## src/rtl/flags_unit.sv

```systemverilog
// Flags register at the consumer end of the ALU result/flags interface.
// Holds S/Z/C/V, a small save/restore stack and a registered branch-condition evaluator.
module flags_unit #(
  parameter int DEPTH = 4
) (
  input  logic       clk,
  input  logic       rst,
  input  logic       wr_en,
  input  logic [3:0] wr_mask,
  input  logic [3:0] f_in,
  output logic [3:0] flags,
  input  logic       push,
  input  logic       pop,
  output logic       stack_full,
  output logic       stack_empty,
  output logic       err,
  input  logic       err_clr,
  input  logic       cond_req,
  input  logic [3:0] cond_mask,
  input  logic [3:0] cond_val,
  output logic       cond_done,
  output logic       cond_taken
);

  localparam int SPW = $clog2(DEPTH + 1);
  localparam int AW  = (DEPTH > 1) ? $clog2(DEPTH) : 1;

  logic [3:0]     flags_q, flags_d;
  logic [SPW-1:0] sp_q, sp_d;
  logic           err_q, err_d;
  logic           cond_done_q, cond_done_d;
  logic           cond_taken_q, cond_taken_d;
  logic [3:0]     stack_q [DEPTH];

  logic           full, empty;
  logic           push_only, pop_only;
  logic           push_ok, pop_ok;
  logic           err_set;
  logic [SPW-1:0] sp_m1;
  logic [AW-1:0]  wr_idx, rd_idx;
  logic [3:0]     restored;

  assign full  = (sp_q == SPW'(DEPTH));
  assign empty = (sp_q == '0);

  assign push_only = push & ~pop;
  assign pop_only  = pop & ~push;
  assign push_ok   = push_only & ~full;
  assign pop_ok    = pop_only & ~empty;
  assign err_set   = (push & pop) | (push_only & full) | (pop_only & empty);

  assign sp_m1    = sp_q - SPW'(1);
  assign wr_idx   = sp_q[AW-1:0];
  assign rd_idx   = sp_m1[AW-1:0];
  assign restored = stack_q[rd_idx];

  always_comb begin
    // NOTE: every combinational output gets a default first so no path can infer a latch.
    flags_d      = flags_q;
    sp_d         = sp_q;
    err_d        = err_q;
    cond_done_d  = cond_req;
    cond_taken_d = cond_taken_q;

    if (push_ok) begin
      sp_d = sp_q + SPW'(1);
    end else if (pop_ok) begin
      sp_d    = sp_m1;
      flags_d = restored;
    end

    // Restored value goes in first; ALU writes then win bit by bit.
    if (wr_en) begin
      flags_d = (flags_d & ~wr_mask) | (f_in & wr_mask);
    end

    if (err_set) begin
      err_d = 1'b1;
    end else if (err_clr) begin
      err_d = 1'b0;
    end

    // Evaluated against the flags registered before this edge.
    if (cond_req) begin
      cond_taken_d = &(~cond_mask | ~(flags_q ^ cond_val));
    end
  end

  // NOTE: sequential state uses non-blocking assignments so every register samples pre-edge values.
  always_ff @(posedge clk) begin
    if (rst) begin
      flags_q      <= '0;
      sp_q         <= '0;
      err_q        <= 1'b0;
      cond_done_q  <= 1'b0;
      cond_taken_q <= 1'b0;
    end else begin
      flags_q      <= flags_d;
      sp_q         <= sp_d;
      err_q        <= err_d;
      cond_done_q  <= cond_done_d;
      cond_taken_q <= cond_taken_d;
    end
  end

  // NOTE: the stack storage is deliberately not reset; sp alone defines which entries are valid.
  always_ff @(posedge clk) begin
    if (!rst && push_ok) begin
      stack_q[wr_idx] <= flags_q;
    end
  end

  assign flags       = flags_q;
  assign stack_full  = full;
  assign stack_empty = empty;
  assign err         = err_q;
  assign cond_done   = cond_done_q;
  assign cond_taken  = cond_taken_q;

endmodule

```

## config.mk

```make
export PLATFORM = sky130hd
export DESIGN_NAME = flags_unit
export DESIGN_NICKNAME = d
export VERILOG_FILES = /design/src/rtl/flags_unit.sv
export SDC_FILE = /design/constraint.sdc
export NUM_CORES = 1
export LEC_CHECK = 0
export BUFFER_PORTS_ARGS = -buffer_cell sky130_fd_sc_hd__buf_2
export CAP_MARGIN = 5
export CORE_AREA = 2 2 52 54
export CTS_CLUSTER_SIZE = 16
export DETAILED_ROUTE_END_ITERATION = 6
export DIE_AREA = 0 0 54 56
export PLACE_DENSITY = 0.84
export SLEW_MARGIN = 20
export SYNTH_ARGS = -nofsm -noshare
export SYNTH_HDL_FRONTEND = slang
export SYNTH_SLANG_ARGS = --single-unit
```

## constraint.sdc

```tcl
create_clock -name clk -period 5.3 [get_ports clk]
set_clock_uncertainty 0.05 [all_clocks]
set_input_delay 0.53 -clock clk [delete_from_list [all_inputs] [get_ports clk]]
set_output_delay 0.53 -clock clk [all_outputs]
set_load 0.02 [all_outputs]
```

==> flow_metrics.py <==
metrics = {
    "cts": {
        "clk_path_buf_depth": 2,
        "cts_tree": "done",
        "numCtsBuffers": 3,
        "cts_resized": 0,
        "cts-root-buf": "clkbuf_4",
        "clk_pin_slew_ns": 0.13,
        "cts_setup_buffers": 0,
        "clkLatencyLatePin_ns": 0.32,
        "holdBufCountCts": 0,
        "clock_sinks": 26,
        "htreeDepth": 1,
    },
    "sta": {
        "fmax_ghz": 0.4171,
        "slew_viol_final": 0,
        "max_slew_margin_pct": 61.21,
        "finalCritPeriodShare_pct": 45.24,
        "rsz0062_at_grt": "no",
        "fin_setup_tns_ns": 0,
        "hold_viol_final": 0,
        "fin_crit_ns": 2.398,
        "tightest_slew_ns": 0.5774,
        "finalSetupViolCount": 0,
    },
    "global_routing": {
        "grt_pass1_wl_mm": 4.526,
        "grt_max_degree": 15,
        "overflow": 0,
        "antenna_found_initial": 0,
        "grtUsageTotal_pct": 20.94,
        "grt_pass1_vias": 988,
    },
    "synthesis": {
        "yosys.area_share.simple_pct": 16.60,
        "synthTopCellsByArea": "edfxtp_1 (36%), dfxtp_1 (15%), mux4_2 (6.8%), ha_1 (4.7%), buf_6 (3.4%)",
        "synth_top_family_by_area": "simple AND/OR/NAND/NOR gates",
        "yosysWarnings": 0,
        "ys_types": 32,
        "ys_seq_elements": 26,
        "synthAdderAreaFrac_pct": 4.744,
        "ys_seq_area_share_pct": 51.61,
        "yosysTopAreaCell": "edfxtp_1",
        "synth_edf_count": 16,
        "synthArstFlopShare_pct": 0,
        "syn_inst": 108,
        "synth_top_area_share_pct": 36.43,
        "synth.most_common_cell": "edfxtp_1",
        "synth_area_mm2": 0.001319,
        "synth-xor-area-share_pct": 3.985,
        "netlist_top_cells_count": "edfxtp_1 (16), dfxtp_1 (10), nand2_1 (9)",
        "synth_ff_type": "edfxtp_1",
        "synth_fp_nets": 136,
        "synth_compound_area_share_pct": 9.867,
        "avgSynthCellArea_um2": 12.21,
        "yosys-mux-area-fraction_pct": 7.685,
    },
    "route": {
        "dr.pass1.iters": 4,
        "final_antenna_net_count": 0,
        "vias": 974,
        "post_drt_via_cell_ratio": 5.832,
        "drc": 0,
        "drt_iter0_drc": 22,
        "drt_wl_total_mm": 2.764,
        "avgRoutedWirePerCell_um": 16.55,
    },
    "critical_path": {
        "crit_path_start_kind": "flop",
        "cp.required_ns": 4.72,
        "crit_type": "reg2out",
        "worstSetupEndpointType": "output pin",
        "path_max_fanout": 8,
        "cp.arrival_ns": 1.82,
    },
    "power": {
        "switching_share_pct": 31.13,
        "p_seq_share_pct": 54.8,
        "clkPwrFrac_pct": 18.8,
        "pwr-share-comb_pct": 26.4,
        "p_per_area_mw_per_mm2": 300.1,
        "p_int_w": 0.0003067,
        "p_leak_nw": 0.6019,
        "ir_drop_v": 0.0002454,
        "switchingPower_w": 0.0001386,
    },
    "run": {
        "cap_viol_max_count": 0,
    },
    "min_path": {
        "worstHoldPathType": "in2reg",
    },
    "floorplanning": {
        "die_x_um": 54,
        "ios": 32,
        "fp-row-count": 18,
        "die_h_um": 56,
        "die_area_mm2": 0.003024,
        "initial_utilization_pct": 54.22,
        "core-area_mm2": 0.002432,
    },
    "placed_design": {
        "hpwl_mm": 2.112,
        "place_congestion": 0.8566,
        "placed_cell_area_mm2": 0.001458,
        "io_buffers": 31,
    },
    "finish": {
        "ff_latch_area_um2": 680.7,
        "drive_gt1_share_pct": 33.58,
        "nNetsFinal": 166,
        "antennaDiodeCount": 0,
        "fill_cells": 192,
        "area_growth_pct": 12.52,
        "fin_area_mm2": 0.001484,
        "multi_input_area_um2": 565.5,
    },
    "outcome": {
        "status": "finished, final reports clean",
    },
}
==> power groups by stage <==
stage	registers, W	logic, W	clock network [W]
finish	0.000244	0.000117	0.0000839
global route	0.000246	0.000128	0.0000902
CTS	0.000244	0.000117	0.0000846
detailed placement	0.000249	0.000116	0
global placement	0.000247	0.000111	0
floorplan	0.000246	0.0000881	0
==> per-stage QoR <==
step                hold slack [ns]  setup WS, ns  total power (W)  util (%)  instances
finish                       0.3992         2.902        0.0004453     61.01        167
global route                 0.4216         2.762        0.0004638     61.01        167
CTS                          0.4037         2.901        0.0004456     61.01        167
detailed placement           0.4250         3.006        0.0003646     59.93        163
global placement             0.4151         3.204        0.0003580     59.93        163
floorplan                    0.4925         3.290        0.0003340         -        108
==> cell families after synthesis <==
group                    Yosys count
adder cells (fa/ha/maj)            5
multiplexers                       5
buffers and inverters             11
XOR/XNOR                           6
AO/OA/AOI/OAI                     16
AND/OR/NAND/NOR                   39
flip-flops                        26
==> routing by layer <==
metal	global-route usage, %	share of wire, %	vias up
li1	-	-	453
met4	8.929	1.7	0
met3	3.226	5.5	5
met2	35.02	53	39
met1	26.02	40	477
met5	0	0	-
==> registers in the layout, indices dropped and copies added, names as in the netlist <==
signal	count
flags	4
stack_q	16
sp_q	3
err	1
cond_taken	1
cond_done	1
==> worst paths after layout <==
kind	start	end	slack, ns	cells past startpoint
hold / removal	cond_req	cond_done	0.40	2
setup reg to reg	sp_q[0]	stack_q[0][2]	2.99	5
hold reg to reg	cond_taken	cond_taken	0.44	2
setup / recovery	sp_q[0]	stack_empty	2.90	5
==> cells in the final DEF (no fill, tap or decap), types with 4 or more instances in the layout <==
| cell type | n |
|---|---|
| a21oi_1 | 4 |
| a311oi_1 | 5 |
| and2_1 | 4 |
| buf_2 | 31 |
| dfxtp_1 | 10 |
| edfxtp_1 | 16 |
| ha_1 | 5 |
| inv_1 | 5 |
| mux4_2 | 4 |
| nand2_1 | 9 |
| nand3_1 | 5 |
| nor2_1 | 8 |
| xor2_1 | 5 |
==> area by class of cell <==
type / instances / area share, %
Clock inverter: 1 / 0.2530
Sequential cell: 26 / 45.87
Multi-Input combinational cell: 71 / 38.11
Timing Repair Buffer: 31 / 10.46
Clock buffer: 3 / 1.518
Inverter: 5 / 1.265
Tap cell: 30 / 2.530
==> worst max-delay path, cell delays in order, from the launching register on <==
cell      delay [ns]
dfxtp_1         0.59
inv_1           0.16
ha_1            0.33
nand2b_2        0.20
inv_1           0.05
buf_2           0.15
Note: power is estimated with default switching activity, not from simulation.
